`config.mk`:
```
export PLATFORM = sky130hd
export DESIGN_NAME = ccu_snoop_line_lock
export DESIGN_NICKNAME = d
export VERILOG_FILES = /design/src/rtl/ccu_pkg.sv /design/src/rtl/ccu_line_lock_arb.sv /design/src/rtl/ccu_snoop_line_lock.sv
export SDC_FILE = /design/constraint.sdc
export NUM_CORES = 1
export LEC_CHECK = 0
export ABC_CLOCK_PERIOD_IN_PS = 10310
export BUFFER_PORTS_ARGS = -buffer_cell sky130_fd_sc_hd__buf_2
export CAP_MARGIN = 20
export CORE_MARGIN = 2
export CORE_UTILIZATION = 45
export CTS_CLUSTER_SIZE = 12
export DETAILED_ROUTE_END_ITERATION = 12
export HOLD_SLACK_MARGIN = 0.05
export PLACE_DENSITY = 0.64
export RECOVER_POWER = 50
export SETUP_SLACK_MARGIN = 0.3
export SLEW_MARGIN = 30
export SYNTH_ARGS = -nofsm -noshare
export SYNTH_HDL_FRONTEND = slang
export SYNTH_SLANG_ARGS = --single-unit
export TNS_END_PERCENT = 100
```
`constraint.sdc`:
```
create_clock -name clk_i -period 10.31 [get_ports clk_i]
set_input_delay 2.5775 -clock clk_i [delete_from_list [all_inputs] [get_ports clk_i]]
set_output_delay 2.5775 -clock clk_i [all_outputs]
set_load 0.03 [all_outputs]
```
`src/rtl/ccu_pkg.sv`:
```
// Shared line-tag helpers for the CCU snoop path; the snoop controllers use the
// same functions so every agent derives an identical tag from an address.
package ccu_pkg;

  localparam int unsigned CcuMaxAddrW = 128;

  typedef logic [CcuMaxAddrW-1:0] ccu_addr_t;

  function automatic int unsigned off_w(input int unsigned line_bits);
    return $clog2(line_bits / 8);
  endfunction

  function automatic int unsigned slot_w(input int unsigned n);
    return (n > 1) ? $clog2(n) : 1;
  endfunction

  function automatic ccu_addr_t line_tag(input ccu_addr_t addr, input int unsigned shift);
    return addr >> shift;
  endfunction

endpackage

```
`src/rtl/ccu_line_lock_arb.sv`:
```
// Round-robin arbiter over the eligible ports; the search starts at rr_q and
// wraps, and rr_q moves one past the winner on every grant.
module ccu_line_lock_arb
  import ccu_pkg::*;
#(
  parameter int unsigned NumPorts = 2,
  localparam int unsigned IdxW = slot_w(NumPorts)
) (
  input  logic                clk_i,
  input  logic                rst_i,
  input  logic [NumPorts-1:0] eligible_i,
  output logic [NumPorts-1:0] grant_o,
  output logic [IdxW-1:0]     grant_idx_o,
  output logic                grant_valid_o
);

  logic [IdxW-1:0] rr_q;

  // Two passes: ports at or above rr_q first, then the wrapped-around ones.
  always_comb begin
    grant_o       = '0;
    grant_idx_o   = '0;
    grant_valid_o = 1'b0;
    for (int p = 0; p < NumPorts; p++) begin
      if (!grant_valid_o && eligible_i[p] && (IdxW'(p) >= rr_q)) begin
        grant_o[p]    = 1'b1;
        grant_idx_o   = IdxW'(p);
        grant_valid_o = 1'b1;
      end
    end
    for (int p = 0; p < NumPorts; p++) begin
      if (!grant_valid_o && eligible_i[p] && (IdxW'(p) < rr_q)) begin
        grant_o[p]    = 1'b1;
        grant_idx_o   = IdxW'(p);
        grant_valid_o = 1'b1;
      end
    end
  end

  always_ff @(posedge clk_i) begin
    if (rst_i) begin
      rr_q <= '0;
    end else if (grant_valid_o) begin
      rr_q <= (grant_idx_o == IdxW'(NumPorts - 1)) ? '0 : grant_idx_o + IdxW'(1);
    end
  end

endmodule

```
`src/rtl/ccu_snoop_line_lock.sv`:
```
// Line-granular conflict table in front of the parallel snoop controllers:
// admits one new line per cycle and blocks requests to lines already in flight.
module ccu_snoop_line_lock
  import ccu_pkg::*;
#(
  parameter int unsigned NumPorts        = 2,
  parameter int unsigned NumEntries      = 4,
  parameter int unsigned AxiAddrWidth    = 64,
  parameter int unsigned DcacheLineWidth = 512,
  localparam int unsigned OffW  = off_w(DcacheLineWidth),
  localparam int unsigned SlotW = slot_w(NumEntries)
) (
  input  logic                                   clk_i,
  input  logic                                   rst_i,
  input  logic [NumPorts-1:0]                    req_valid_i,
  input  logic [NumPorts-1:0][AxiAddrWidth-1:0]  req_addr_i,
  output logic [NumPorts-1:0]                    req_ready_o,
  output logic [NumPorts-1:0][SlotW-1:0]         req_slot_o,
  input  logic [NumPorts-1:0]                    rel_valid_i,
  input  logic [NumPorts-1:0][SlotW-1:0]         rel_slot_i,
  output logic [NumPorts-1:0]                    conflict_o,
  output logic [NumEntries-1:0]                  busy_o,
  output logic                                   full_o
);

  localparam int unsigned TagW  = AxiAddrWidth - OffW;
  localparam int unsigned PortW = slot_w(NumPorts);

  logic [NumEntries-1:0]           valid_q;
  logic [NumEntries-1:0][TagW-1:0] tag_q;

  logic [NumPorts-1:0][TagW-1:0] req_tag;
  logic [NumPorts-1:0]           match;
  logic [NumPorts-1:0]           eligible;
  logic [NumPorts-1:0]           grant;
  logic [PortW-1:0]              grant_idx;
  logic                          grant_valid;
  logic [NumEntries-1:0]         rel_clr;
  logic [NumEntries-1:0]         alloc;
  logic [SlotW-1:0]              free_idx;
  logic                          full;

  // Matching only looks at registered entries, so a release this cycle still blocks.
  always_comb begin
    match = '0;
    for (int p = 0; p < NumPorts; p++) begin
      req_tag[p] = TagW'(line_tag(CcuMaxAddrW'(req_addr_i[p]), OffW));
      for (int e = 0; e < NumEntries; e++) begin
        if (valid_q[e] && (tag_q[e] == req_tag[p])) match[p] = 1'b1;
      end
    end
  end

  assign full     = &valid_q;
  assign eligible = rst_i ? '0 : (req_valid_i & ~match & {NumPorts{~full}});

  always_comb begin
    free_idx = '0;
    for (int e = int'(NumEntries) - 1; e >= 0; e--) begin
      if (!valid_q[e]) free_idx = SlotW'(e);
    end
  end

  always_comb begin
    rel_clr = '0;
    alloc   = '0;
    for (int e = 0; e < NumEntries; e++) begin
      alloc[e] = grant_valid && (free_idx == SlotW'(e));
      for (int p = 0; p < NumPorts; p++) begin
        if (rel_valid_i[p] && (rel_slot_i[p] == SlotW'(e))) rel_clr[e] = 1'b1;
      end
    end
  end

  ccu_line_lock_arb #(
    .NumPorts(NumPorts)
  ) u_arb (
    .clk_i        (clk_i),
    .rst_i        (rst_i),
    .eligible_i   (eligible),
    .grant_o      (grant),
    .grant_idx_o  (grant_idx),
    .grant_valid_o(grant_valid)
  );

  always_comb begin
    for (int p = 0; p < NumPorts; p++) begin
      req_slot_o[p] = grant[p] ? free_idx : '0;
    end
  end

  assign req_ready_o = grant;
  assign conflict_o  = rst_i ? '0 : (req_valid_i & match);
  assign busy_o      = rst_i ? '0 : valid_q;
  assign full_o      = !rst_i && full;

  always_ff @(posedge clk_i) begin
    if (rst_i) begin
      valid_q <= '0;
    end else begin
      valid_q <= (valid_q & ~rel_clr) | alloc;
    end
  end

  always_ff @(posedge clk_i) begin
    for (int e = 0; e < NumEntries; e++) begin
      if (alloc[e]) tag_q[e] <= req_tag[grant_idx];
    end
  end

`ifndef SYNTHESIS
  for (genvar p = 0; p < NumPorts; p++) begin : g_port_chk
    a_addr_stable: assert property (@(posedge clk_i) disable iff (rst_i)
      (req_valid_i[p] && !req_ready_o[p]) |=> $stable(req_addr_i[p]));
    a_valid_held: assert property (@(posedge clk_i) disable iff (rst_i)
      (req_valid_i[p] && !req_ready_o[p]) |=> req_valid_i[p]);
    a_rel_range: assert property (@(posedge clk_i) disable iff (rst_i)
      rel_valid_i[p] |-> (32'(rel_slot_i[p]) < NumEntries));
    a_rel_busy: assert property (@(posedge clk_i) disable iff (rst_i)
      (rel_valid_i[p] && (32'(rel_slot_i[p]) < NumEntries)) |-> valid_q[rel_slot_i[p]]);
  end
  a_ready_onehot0: assert property (@(posedge clk_i) $onehot0(req_ready_o));
`endif

endmodule

```
# Yosys cells after proc, flatten, opt, wreduce, memory -nomap -nowiden
# Index checks and enable logic that the tools add are counted.
# op_classes
add_sub_neg	1
multipliers	0
div_mod_pow	0
order_cmp	5
n_eq_ne	17
shift	0
muxes	37
bitwise_logic	8
reduce_logical	36
# op_table
op	count
$eq 58x58->1	8
$mux 58	2
$logic_and 1x1->1	28
$mux 1	26
$mux 2	8
$eq 2x2->1 const B	6
$and 2x2->2	3
$eq 2x1->1 const B	3
$logic_not 2->1	3
$and 4x4->4	1
$logic_not 1->1	4
$mux 4	1
$not 4->4	1
$or 4x4->4	1
$reduce_and 4->1	1
$ge 1x1->1 const A	2
$lt 1x1->1 const A	2
$lt 1x2->1 const B	1
$not 2->2	1
$add 1x1->1 const B	1
$not 1->1	1
# word_totals
regBits	237
latchBits	0
mem_bits_rw	0
mem_bits_ro	0
in_bits	138
out_inout_bits	13
word_cells	110
memories	0

# Depth between registers and ports, before layout
# Gate-level depths: netlist (run 1).
# logic_depth
word_depth	26
depth_mapped	12
mapped_depth_nobuf	9

# Hierarchy
# From an unflattened synthesis (run 1), not the netlist that was laid out.
# unflattened
hier_cells	1156
area_unflattened_um2	13629.3
# modules_own_cells
module	n_inst	cells_per_inst	area_per_inst_um2	seq_area_each_um2
ccu_snoop_line_lock	1	1148	13560.5	7046.8
ccu_line_lock_arb	1	8	68.8	20.0

# Least setup slack after synthesis (run 1)
# OpenSTA, ideal clock, no wires.
# synth_timing
path_kind	input to register
startpoint	in req_addr_i[88] (netlist name)
endpoint	reg tag_q[174] (netlist name) (enable)
setup_time_ns	0.545
t_arrival_ns	7.947
required_time_ns	9.765
slack_ns	1.818
cell_stages	9
n_path_buf	1
path_cell_list	clkbuf_1 -> nor2b_1 -> a2111o_1 -> nor4_1 -> nand4_1 -> o22ai_2 -> a311oi_2 -> a22oi_2 -> nor3_1
# synth_between
elab_chain_cells	22
elab_cells_between_ends	28
classes_between	4 x eq/ne; 8 x mux; 3 x bitwise; 13 x reduce/logical
# synth_rtl
element	line	text
start: declaration	ccu_snoop_line_lock.sv:16	input logic [NumPorts-1:0][AxiAddrWidth-1:0] req_addr_i,
$eq 58x58->1	ccu_snoop_line_lock.sv:49	if (valid_q[e] && (tag_q[e] == req_tag[p])) match[p] = 1'b1;
$logic_and 1x1->1	ccu_snoop_line_lock.sv:49	
$mux 1 (3 in series)	ccu_snoop_line_lock.sv:49	
$mux 1 *	ccu_snoop_line_lock.sv:49	
$not 2->2 *	ccu_snoop_line_lock.sv:55	assign eligible = rst_i ? '0 : (req_valid_i & ~match & {NumPorts{~full}});
$and 2x2->2 * (2 in series)	ccu_snoop_line_lock.sv:55	
$mux 2 *	ccu_snoop_line_lock.sv:55	
$logic_and 1x1->1 (2 in series)	ccu_line_lock_arb.sv:25	if (!grant_valid_o && eligible_i[p] && (IdxW'(p) >= rr_q)) begin
$mux 1	ccu_line_lock_arb.sv:25	
$logic_not 1->1	ccu_line_lock_arb.sv:32	if (!grant_valid_o && eligible_i[p] && (IdxW'(p) < rr_q)) begin
$logic_and 1x1->1 (2 in series)	ccu_line_lock_arb.sv:32	
$mux 1	ccu_line_lock_arb.sv:32	
$logic_not 1->1	ccu_line_lock_arb.sv:32	
$logic_and 1x1->1 (2 in series)	ccu_line_lock_arb.sv:32	
$mux 1 *	ccu_line_lock_arb.sv:32	
$logic_and 1x1->1 *	ccu_snoop_line_lock.sv:68	alloc[e] = grant_valid && (free_idx == SlotW'(e));
named net alloc[3]	ccu_snoop_line_lock.sv:39	logic [NumEntries-1:0] alloc;
end signal: indexed assignment	ccu_snoop_line_lock.sv:107	if (alloc[e]) tag_q[e] <= req_tag[grant_idx];
end: declaration	ccu_snoop_line_lock.sv:30	logic [NumEntries-1:0][TagW-1:0] tag_q;
# Mark *: on every way through the listed nets, which the timed path passes. The rest lies on a longest branch.
# A chain may end at the register's enable or synchronous reset.

# Worst setup path after layout (run 1)
# layout_timing
startpoint	in req_addr_i[114] (netlist name)
endpoint	reg tag_q[194] (netlist name) (enable)
# The elaborated chain is that of the path after synthesis.

==> impl_results.md, run 1 <==
- Post-Synth Simple-Gate Area: 0.163
- Area share of xor/xnor cells in the synthesized design: 0.223
- Rel. slew slack: -2.01
- Post-DP HPWL: around 57,000 um
- Maximum VDD drop: 0.153 mV
- Layout Area Growth over Synthesis: 11.4%
- Synth Area per Inst: 11.2 um2
- Drt drc: 0
- FP Rows: between 60 and 70
- Critical path cell sequence: clkbuf_1 -> nor2b_1 -> a2111o_1 -> nor4_1 -> nand4_1 -> o22ai_1 -> a311oi_1 -> a22oi_1 -> nor3_1 -> clkbuf_1
- DR vias: approximately 12,000
- Ratio of cells with drive above 1 in the final layout: 0.168
- WL final: roughly 70,000 um
- Vias in the first global route: about 11,000
- First-pass GRT wire length: around 90,000 um
- P_leak: between 5 and 6 nW
- Power Total: between 2 and 3 mW
- Worst Hold Class: reg -> reg
- Setup ws final: 1.22 ns
- Initial antenna violation count: 4
- Tot GR Track Use: 0.403
- Gpl congestion: about 1.1
- Inst Count DP: 1,814
- Via density: between 6 and 7
- Adder-cell area share of the yosys netlist: 0
- Io pins: 151
- Final hold violation count: 0
- CTS max path bufs: 3
- CTS Root Cell: clkbuf_16
- Syn. warnings: 0
- Post-synthesis instance area: roughly 0.015 mm2
- Number of synthesized flops with an enable pin: roughly 230
- Hold Buf Count CTS: 0
- Max Cap Viol: 4
- Grt total ovfl: 0
- Ys async rst share: 0
- RSZ-0062 raised after global routing: false
- Highest metal used: met5
- Synth area leader: edfxtp_1
- Clock Latency Late Sink: around 0.55 ns
- Min Hold Slack: 0.634 ns
- Die Wd: about 190 um
- Slowest cell on crit path: clkbuf_1
- Pwr Density: between 150 and 200 mW/mm2
- Max H-tree Level: 1
- Post-synthesis compound-gate area fraction: 0.0473
- Critical-path maximum fanout: 57
- Crit share post-route: 0.882
- CTS sink count: between 200 and 250
- Die H: roughly 190 um
- Synth unique cells: 58
- Result of the run: finished with violations
- Main synth FF type: edfxtp_1
- Setup violators final: 0
- Sequential share of the synthesized area: 0.475
- Clock slew at reported path FFs: roughly 0.07 ns
- Total die area: roughly 0.035 mm2
- Nets: 1,539
- Critical Path RT: approximately 10 ns
- CTS tree: done
- Synth top area share: 0.469
- Post-Place Worst Slack: approximately 1.9 ns
- Core area: between 0.03 and 0.04 mm2
- Endpoint class of the critical path: flop
- Multiplexer share of the synthesized area: 0.0449
- Post-layout util: 0.509
- Most common cell after layout, fill and taps aside: xnor2_1
- Syn Inst Count: 1,325
- CP dominant cell by count: clkbuf_1
- Cells taking the most area after synthesis: edfxtp_1 (47%), xnor2_1 (16%), xor2_1 (6.7%)
- FF+latch count, synth: about 240
- Skew final: 0.0153 ns
- Failing checks: max-capacitance violations, max-slew violations
- Detailed Route Iter0 Violations: 1,799
- Crit-path max cell delay: 3.11 ns
- Setup TNS: 0 ns
- Largest family of logic cells by synthesized area: XOR/XNOR gates
- Commonest cells after routing, fill and taps aside: xnor2_1 (264), edfxtp_1 (232), buf_2 (131), xor2_1 (113), nand4_1 (105)
- Crit path launch type: primary input
- Clock buffer count from CTS: 27
- Tmin final: 9.09 ns
- Drt first pass iters: 6
- Final Max Tran Viols: 233
- Starting Density: 0.457
- Wire length per cell: approximately 37 um
- Number of gates resized after CTS: 0
- Arrival time at the worst endpoint: 9.13 ns
- Net Count, Synth: around 1,500
- Post-Layout Cell Count: 1,863
- Fmax: 110 MHz
- Met3 routed wirelength: 7710 um
- Routed met2 length: 30,200 um
- Largest net degree at the start of global routing: between 50 and 60
- Post-CTS Repair Setup Buffers: 0
- Kind of critical path: in -> reg
- Worst-Margin Slew: around 4.5 ns
- IO Port Bufs: ~140
- Routed Antenna Nets: 0
- Area post-placement: 0.0157 mm2
- Fin area: around 0.017 mm2
- WL met1: roughly 28,000 um
logic make-up (layout without fill, tap and decap cells):
| kind of cell | count (synthesis) | in the layout |
|---|---|---|
| compound gates | 86 | 86 |
| xor+xnor | 378 | 378 |
| buf+inv | 159 | 253 |
| flops | 237 | 237 |
| mux | 58 | 58 |
| other cells | 0 | 2 |
| simple gates | 407 | 407 |
per-layer routing:
layer	vias up	track usage
li1	4934	-
met1	5937	0.558
met2	809	0.615
met3	141	0.0845
met4	2	0.166
met5	-	0
path summary, 6_finish.rpt:
check                                     start         end  slack (ns)  cells past startpoint
worst max-delay path            req_addr_i[114]  tag_q[194]        1.22                     10
worst min-delay path                 u_arb.rr_q  u_arb.rr_q        0.63                      2
worst max register to register       tag_q[224]  tag_q[194]        3.13                      8
worst min register to register       u_arb.rr_q  u_arb.rr_q        0.63                      2
cell type report:
cell class	count	area (um2)
Timing Repair Buffer	145	719
Tap cell	442	553
Clock inverter	12	163
Inverter	61	231
Multi-Input combinational cell	929	7100
Antenna cell	2	5.00
Fill cell	3035	16000
Clock buffer	35	726
Sequential cell	237	7070
state kept, by name, summed over array words and instances, names as in the netlist:
register    flops
valid_q         4
u_arb.rr_q      1
tag_q         232
Yosys cell counts, types with 4 or more instances:
master and n:
edfxtp_1 232, mux2_4 5, nand4_1 105, buf_4 4, nand3_1 27, a2111o_1 4
nor2b_1 24, nor3_1 14, nor4_1 66, xnor2_1 264, a21oi_1 4, xor2_1 114
nor4b_1 5, mux2i_1 4, nor2_1 21, buf_2 44, clkbuf_1 44, o2111ai_1 22
inv_1 60, nand2_1 36, a221oi_1 4, o22ai_1 13, dfxtp_1 5, nand2b_1 91
nand4b_1 4, o21ai_0 8, mux2_2 49, o221ai_1 9
report_power, final:
part,switching (mW),internal (mW)
combinational,0.360,0.157
sequential,0.0550,1.14
clock,0.396,0.592
total,0.811,1.89
critical path, delay by kind of cell:
family | cells | cell delay (ns)
compound gates | 4 | 1.72
buf+inv | 2 | 3.44
simple gates | 4 | 1.32
Note: power is estimated with default switching activity, not from simulation.
==> inputs of run 2 (changes only) <==
--- a/config.mk
+++ b/config.mk
@@ -5,7 +5,7 @@
 export SDC_FILE = /design/constraint.sdc
 export NUM_CORES = 1
 export LEC_CHECK = 0
-export ABC_CLOCK_PERIOD_IN_PS = 10310
+export ABC_CLOCK_PERIOD_IN_PS = 8900
 export BUFFER_PORTS_ARGS = -buffer_cell sky130_fd_sc_hd__buf_2
 export CAP_MARGIN = 20
 export CORE_MARGIN = 2
==> constraint.sdc (replaced) <==
create_clock -name clk_i -period 8.9 [get_ports clk_i]
set_input_delay 2.225 -clock clk_i [delete_from_list [all_inputs] [get_ports clk_i]]
set_output_delay 2.225 -clock clk_i [all_outputs]
set_load 0.03 [all_outputs]
==> impl_results.md, run 2 (synthesis gave the netlist of run 1 again) <==
- Result of the run: finished with violations
- Failing checks: max-capacitance violations, max-slew violations
- CTS Root Cell: clkbuf_16
- Combinational share of power: 0.190 (-0.002)
- Final hold violation count: 0 (unchanged)
- CP top delay family: compound AO/OA/AOI/OAI gates
- Post-DP HPWL: 57,500 um (+0.90%)
- Commonest cells after routing, fill and taps aside: xnor2_1 (264), edfxtp_1 (232), buf_2 (131), xor2_1 (114), nand4_1 (105)
- Worst Setup SP: req_addr_i[114]
- Critical-path maximum fanout: 29 (-49%)
- Worst-Margin Slew: 2.97 ns (-1.54 ns)
- Setup TNS: 0 ns (unchanged)
- Worst Hold Class: reg -> reg
- Crit-path max cell delay: 0.89 ns (-2.22 ns)
- Most common cell after layout, fill and taps aside: xnor2_1
- Setup violators final: 0 (unchanged)
- Die H: 186 um (unchanged)
- WL final: 70,400 um (+1.4%)
- Post-layout util: 0.511 (+0.00162)
- P_int: 2.20 mW (+17%)
- Fmax: between 100 and 150 MHz
- FP Rows: 66 (unchanged)
- Critical Path RT: 6.68 ns (-3.67 ns)
- CTS max path bufs: 3 (unchanged)
- Core area: 0.0325 mm2 (unchanged)
- Number of gates resized after CTS: 0 (unchanged)
- CTS tree: done
- Starting Density: 0.457 (unchanged)
- Clock share of power: 0.378 (+0.012)
- Final Max Tran Viols: 237 (+1.7%)
- Vias in the first global route: 11,500 (+3.4%)
- Buf/Inv on CP: 3 (+1)
- Skew final: 0.0152 ns (-0.000181 ns)
- Post-CTS Repair Setup Buffers: 0 (unchanged)
- Ratio of cells with drive above 1 in the final layout: 0.152 (-0.0160)
- Initial antenna violation count: 2 (-2)
- Switching power share of the total: 0.308 (+0.00726)
- Crit path launch type: primary input
- Max H-tree Level: 1 (unchanged)
- Via density: 6.35 (about the same)
- Tmin final: between 7 and 8 ns
- Arrival time at the worst endpoint: 5.64 ns (-3.49 ns)
- CTS sink count: 237 (unchanged)
- Maximum VDD drop: 0.184 mV (+20%)
- Switching power: 0.980 mW (+21%)
- Io pins: 151 (unchanged)
- FF-to-FF path depth: 9 (+1)
- R2r setup slk: 2.80 ns (-0.33 ns)
- Worst hold start: u_arb.rr_q
- Nets: 1,542 (+0.19%)
- Total die area: 0.0345 mm2 (unchanged)
- Flop pwr share: 0.432 (-0.010)
- Slowest cell on crit path: a311oi_1
- Largest net degree at the start of global routing: 59 (unchanged)
- Endpoint class of the critical path: output port
- Kind of critical path: in -> out
- IO Port Bufs: 138 (unchanged)
- Clock Latency Late Sink: 0.56 ns (about the same)
- Worst r2r src: tag_q[218]
- Tot GR Track Use: 0.411 (+0.00789)
- Detailed Route Iter0 Violations: 1,474 (-18%)
- RSZ-0062 raised after global routing: false
- Die Wd: 186 um (unchanged)
- Drt drc: 0 (unchanged)
- Layout Area Growth over Synthesis: 11.8%
- Post-Layout Cell Count: 1,869 (+0.32%)
- FILL cells: 3,017 (-0.59%)
- WHS Endpoint: u_arb.rr_q
- Clock buffer count from CTS: 29 (+7.4%)
- Inst Count DP: 1,815 (+0.055%)
- P_leak: 5.43 nW (+0.47%)
- Hold Buf Count CTS: 0 (unchanged)
- Crit share post-route: 0.884
- Pwr Density: 191 mW/mm2 (+18%)
- Grt total ovfl: 0 (unchanged)
- Top reg by flops: tag_q
- Rel. slew slack: -0.982 (+1.02)
- First-pass GRT wire length: 93,800 um (+1.7%)
- Clock slew at reported path FFs: 0.06 ns (about the same)
- Gpl congestion: 1.04 (-5.9%)
- WHS Path Cells: 2 (unchanged)
- Top Registers: tag_q x232, valid_q x4, u_arb.rr_q x1
- Wire length per cell: 37.7 um (+1.0%)
- DR vias: 11,900 (+0.41%)
- Routed Antenna Nets: 0 (unchanged)
- Drt first pass iters: 5 (-1)
- Worst r2r dst: tag_q[228]
- Max reg flops: 232 (unchanged)
- Max Cap Viol: 5 (+1)
- Critical path cell sequence: clkbuf_1 -> nor2b_1 -> a2111o_1 -> nor4_1 -> nand4_1 -> o22ai_2 -> a311oi_1 -> nand3_4 -> inv_4 -> buf_2
[run 2: worst register-to-register path, stage by stage, from the launching register on]
cell,delay (ns)
edfxtp_1,0.47
nor2b_1,0.46
a2111o_1,0.27
nor4_1,0.09
nand4_1,0.25
o22ai_2,0.11
a311oi_1,0.89
a22oi_1,0.54
nor3_1,0.36
clkbuf_1,2.12
[run 2: worst max-delay path by stage]
| stage | endpoint | depth (start not counted) |
|---|---|---|
| 4_1_cts | req_ready_o[1] | 10 |
| 3_5_place_dp | req_ready_o[1] | 10 |
| 5_1_grt | req_ready_o[1] | 10 |
| 3_3_place_gp | req_ready_o[1] | 10 |
| 2_1_floorplan | tag_q[174] | 9 |
| 6_report | req_ready_o[1] | 10 |
[run 2: metrics by stage]
| step | setup slack [ns] | instance area [um2] | total power, mW | hold slack, ns |
|---|---|---|---|---|
| 2_1_floorplan | 0.760 | 14900 | 1.70 | 0.591 |
| 3_3_place_gp | 1.31 | 15700 | 1.98 | 0.607 |
| 3_5_place_dp | 1.28 | 15700 | 1.98 | 0.629 |
| 4_1_cts | 1.28 | 16700 | 3.17 | 0.638 |
| 5_1_grt | 0.952 | 16600 | 3.24 | 0.667 |
| 6_report | 1.03 | 16600 | 3.18 | 0.647 |
[run 2: power groups by stage]
| stage | Combinational [mW] | Clock [mW] | Sequential (mW) |
|---|---|---|---|
| floorplan | 0.328 | 0 | 1.37 |
| global placement | 0.589 | 0 | 1.39 |
| detailed placement | 0.588 | 0 | 1.39 |
| CTS | 0.591 | 1.21 | 1.37 |
| global route | 0.617 | 1.25 | 1.38 |
| finish | 0.606 | 1.20 | 1.37 |
[run 2: routing by layer]
metal,vias up,track usage,share of wire
met4,2,0.193,0.055
met2,741,0.619,0.43
li1,4955,-,-
met1,6032,0.558,0.41
met3,142,0.0982,0.10
met5,-,0,0.00018
[run 2: final cells by class]
class / instances / area (um2) / area share
Inverter: 61 / 231 / 0.0139
Timing Repair Buffer: 146 / 727 / 0.0437
Antenna cell: 3 / 7.51 / 0.000452
Multi-Input combinational cell: 929 / 7090 / 0.427
Clock inverter: 19 / 205 / 0.0123
Tap cell: 442 / 553 / 0.0333
Sequential cell: 237 / 7070 / 0.425
Clock buffer: 32 / 737 / 0.0443
==> inputs of run 3 (changes only) <==
--- a/config.mk
+++ b/config.mk
@@ -8,11 +8,12 @@
 export ABC_CLOCK_PERIOD_IN_PS = 8900
 export BUFFER_PORTS_ARGS = -buffer_cell sky130_fd_sc_hd__buf_2
 export CAP_MARGIN = 20
+export CORE_ASPECT_RATIO = 0.9
 export CORE_MARGIN = 2
 export CORE_UTILIZATION = 45
 export CTS_CLUSTER_SIZE = 12
 export DETAILED_ROUTE_END_ITERATION = 12
-export HOLD_SLACK_MARGIN = 0.05
+export HOLD_SLACK_MARGIN = 0.1
 export PLACE_DENSITY = 0.64
 export RECOVER_POWER = 50
 export SETUP_SLACK_MARGIN = 0.3
==> impl_results.md, run 3 (synthesis gave the netlist of run 1 again) <==
- Gpl congestion: 1.06 (+1.7%)
- First-pass GRT wire length: 93,700 um (about the same)
- Max H-tree Level: 1 (unchanged)
- Critical-path maximum fanout: 32 (+10%)
- Grt total ovfl: 0 (unchanged)
- WL final: 70,400 um (about the same)
- Die Wd: 196 um (+5.3%)
- Crit share post-route: 0.898 (+0.0138)
- Fmax: 125 MHz (-1.5%)
- Post-Layout Cell Count: 1,849 (-1.1%)
- Kind of critical path: in -> reg
- Result of the run: finished with violations
- DR vias: 12,000 (+0.97%)
- Post-DP HPWL: 57,600 um (+0.19%)
- Nets: 1,542 (unchanged)
- Starting Density: 0.454 (-0.00246)
- Critical path cell sequence: buf_2 -> xnor2_1 -> nand4bb_1 -> nor4b_1 -> nand4_1 -> o22ai_1 -> or3_2 -> nand3_4 -> clkinvlp_2 -> clkbuf_1 -> buf_4 -> mux2i_1
- Core area: 0.0327 mm2 (+0.54%)
- Setup TNS: 0 ns (unchanged)
- Routed Antenna Nets: 0 (unchanged)
- Min Hold Slack: 0.628 ns (-0.0192 ns)
- CTS sink count: 237 (unchanged)
- Drt first pass iters: 7 (+2)
- Number of gates resized after CTS: 0 (unchanged)
- Crit-path max cell delay: 1.50 ns (+0.61 ns)
- Top reg by flops: tag_q
- Hold Buf Count CTS: 0 (unchanged)
- CTS Root Cell: clkbuf_16
- Layout Area Growth over Synthesis: 11.0%
- FP Rows: 63 (-4.5%)
- FILL cells: 2,957 (-2.0%)
- Worst Hold Class: reg -> reg
- Clock Latency Late Sink: 0.57 ns (about the same)
- Setup violators final: 0 (unchanged)
- Top Registers: tag_q x232, valid_q x4, u_arb.rr_q x1
- Post-layout util: 0.504 (-0.00631)
- Worst-Margin Slew: 2.17 ns (-0.802 ns)
- Failing checks: max-capacitance violations, max-slew violations
- Combinational share of power: 0.195 (+0.005)
- Clock share of power: 0.357 (-0.021)
- Initial antenna violation count: 4 (+2)
- Buf/Inv on CP: 4 (+1)
- Pwr Density: 186 mW/mm2 (-2.6%)
- Largest net degree at the start of global routing: 59 (unchanged)
- Most common cell after layout, fill and taps aside: xnor2_1
- CTS max path bufs: 3 (unchanged)
- Crit path launch type: primary input
- CP top delay family: buffers and inverters
- Register area: 0.00707 mm2 (unchanged)
- Total die area: 0.0345 mm2 (about the same)
- Flop pwr share: 0.447 (+0.015)
- Endpoint class of the critical path: flop
- Vias in the first global route: 11,200 (-2.6%)
- Max Cap Viol: 5 (unchanged)
- P_leak: 5.39 nW (-0.81%)
- Arrival time at the worst endpoint: 8.28 ns (+2.64 ns)
- Slowest cell on crit path: clkbuf_1
- P_int: 2.11 mW (-4.1%)
- RSZ-0062 raised after global routing: false
- Io pins: 151 (unchanged)
- Clock slew at reported path FFs: 0.06 ns (about the same)
- Drt drc: 0 (unchanged)
- Post-CTS Repair Setup Buffers: 0 (unchanged)
- Ratio of cells with drive above 1 in the final layout: 0.167 (+0.0154)
- Rel. slew slack: -0.447 (+0.535)
- Inst Count DP: 1,796 (-1.0%)
- Commonest cells after routing, fill and taps aside: xnor2_1 (264), edfxtp_1 (232), buf_2 (131), xor2_1 (114), nand4_1 (105)
- Switching power: 0.965 mW (-1.5%)
- Skew final: 0.0153 ns (+0.000157 ns)
- Die H: 176 um (-5.0%)
- Clock buffer count from CTS: 28 (-3.4%)
- Final Max Tran Viols: 234 (-1.3%)
- Multi-input logic area: 0.00710 mm2 (+0.11%)
- IO Port Bufs: 138 (unchanged)
- Max reg flops: 232 (unchanged)
- Wire length per cell: 38.1 um (+1.1%)
- Final hold violation count: 0 (unchanged)
- Switching power share of the total: 0.314 (+0.00586)
- CTS tree: done
- Tmin final: 7.99 ns (+0.123 ns)
- Detailed Route Iter0 Violations: 1,923 (+30%)
- Tot GR Track Use: 0.406 (-0.00505)
- Critical Path RT: 9.18 ns (+2.50 ns)
- Maximum VDD drop: 0.169 mV (-8.3%)
- Via density: 6.48 (+2.1%)
-- run 3: routing by layer --
metal,routed length [um],GRT usage,vias to the layer above
li1,-,-,4953
met1,29000,0.574,5995
met2,29400,0.585,906
met3,8530,0.109,129
met4,3450,0.174,4
met5,32,0,-
-- run 3: final cells by class --
type | instances | share of cell area
antenna | 3 | 0.000455
tap | 422 | 0.0320
inverter | 61 | 0.0140
clock buffer | 44 | 0.0486
timing repair buffer | 147 | 0.0444
multi-input combinational | 929 | 0.430
clock inverter | 6 | 0.00227
sequential | 237 | 0.428
-- run 3: path summary, 6_finish.rpt --
path	from	end	slack [ns]	cells past startpoint
setup / recovery	req_addr_i[42]	tag_q[229]	0.91	12
hold / removal	u_arb.rr_q	u_arb.rr_q	0.63	2
setup reg to reg	tag_q[94]	tag_q[229]	2.30	11
hold reg to reg	u_arb.rr_q	u_arb.rr_q	0.63	2
-- run 3: power groups by stage --
stage	clock (mW)	combinational (mW)	sequential, mW
floorplan	0	0.328	1.37
detailed placement	0	0.579	1.39
CTS	1.09	0.582	1.37
global route	1.14	0.611	1.38
finish	1.10	0.601	1.38
global placement	0	0.578	1.39
-- run 3: tightest hold or removal path, cell delays in order (launching register included) --
cell and delay, ns:
dfxtp_1 0.34, a21bo_2 0.19, a21oi_1 0.05
-- run 3: per-stage QoR --
step,worst slack [ns],power (mW),area (um2)
floorplan,0.760,1.70,14900
global placement,1.47,1.97,15700
detailed placement,1.42,1.97,15700
CTS,1.41,3.05,16600
global route,0.734,3.13,16500
finish,0.908,3.08,16500
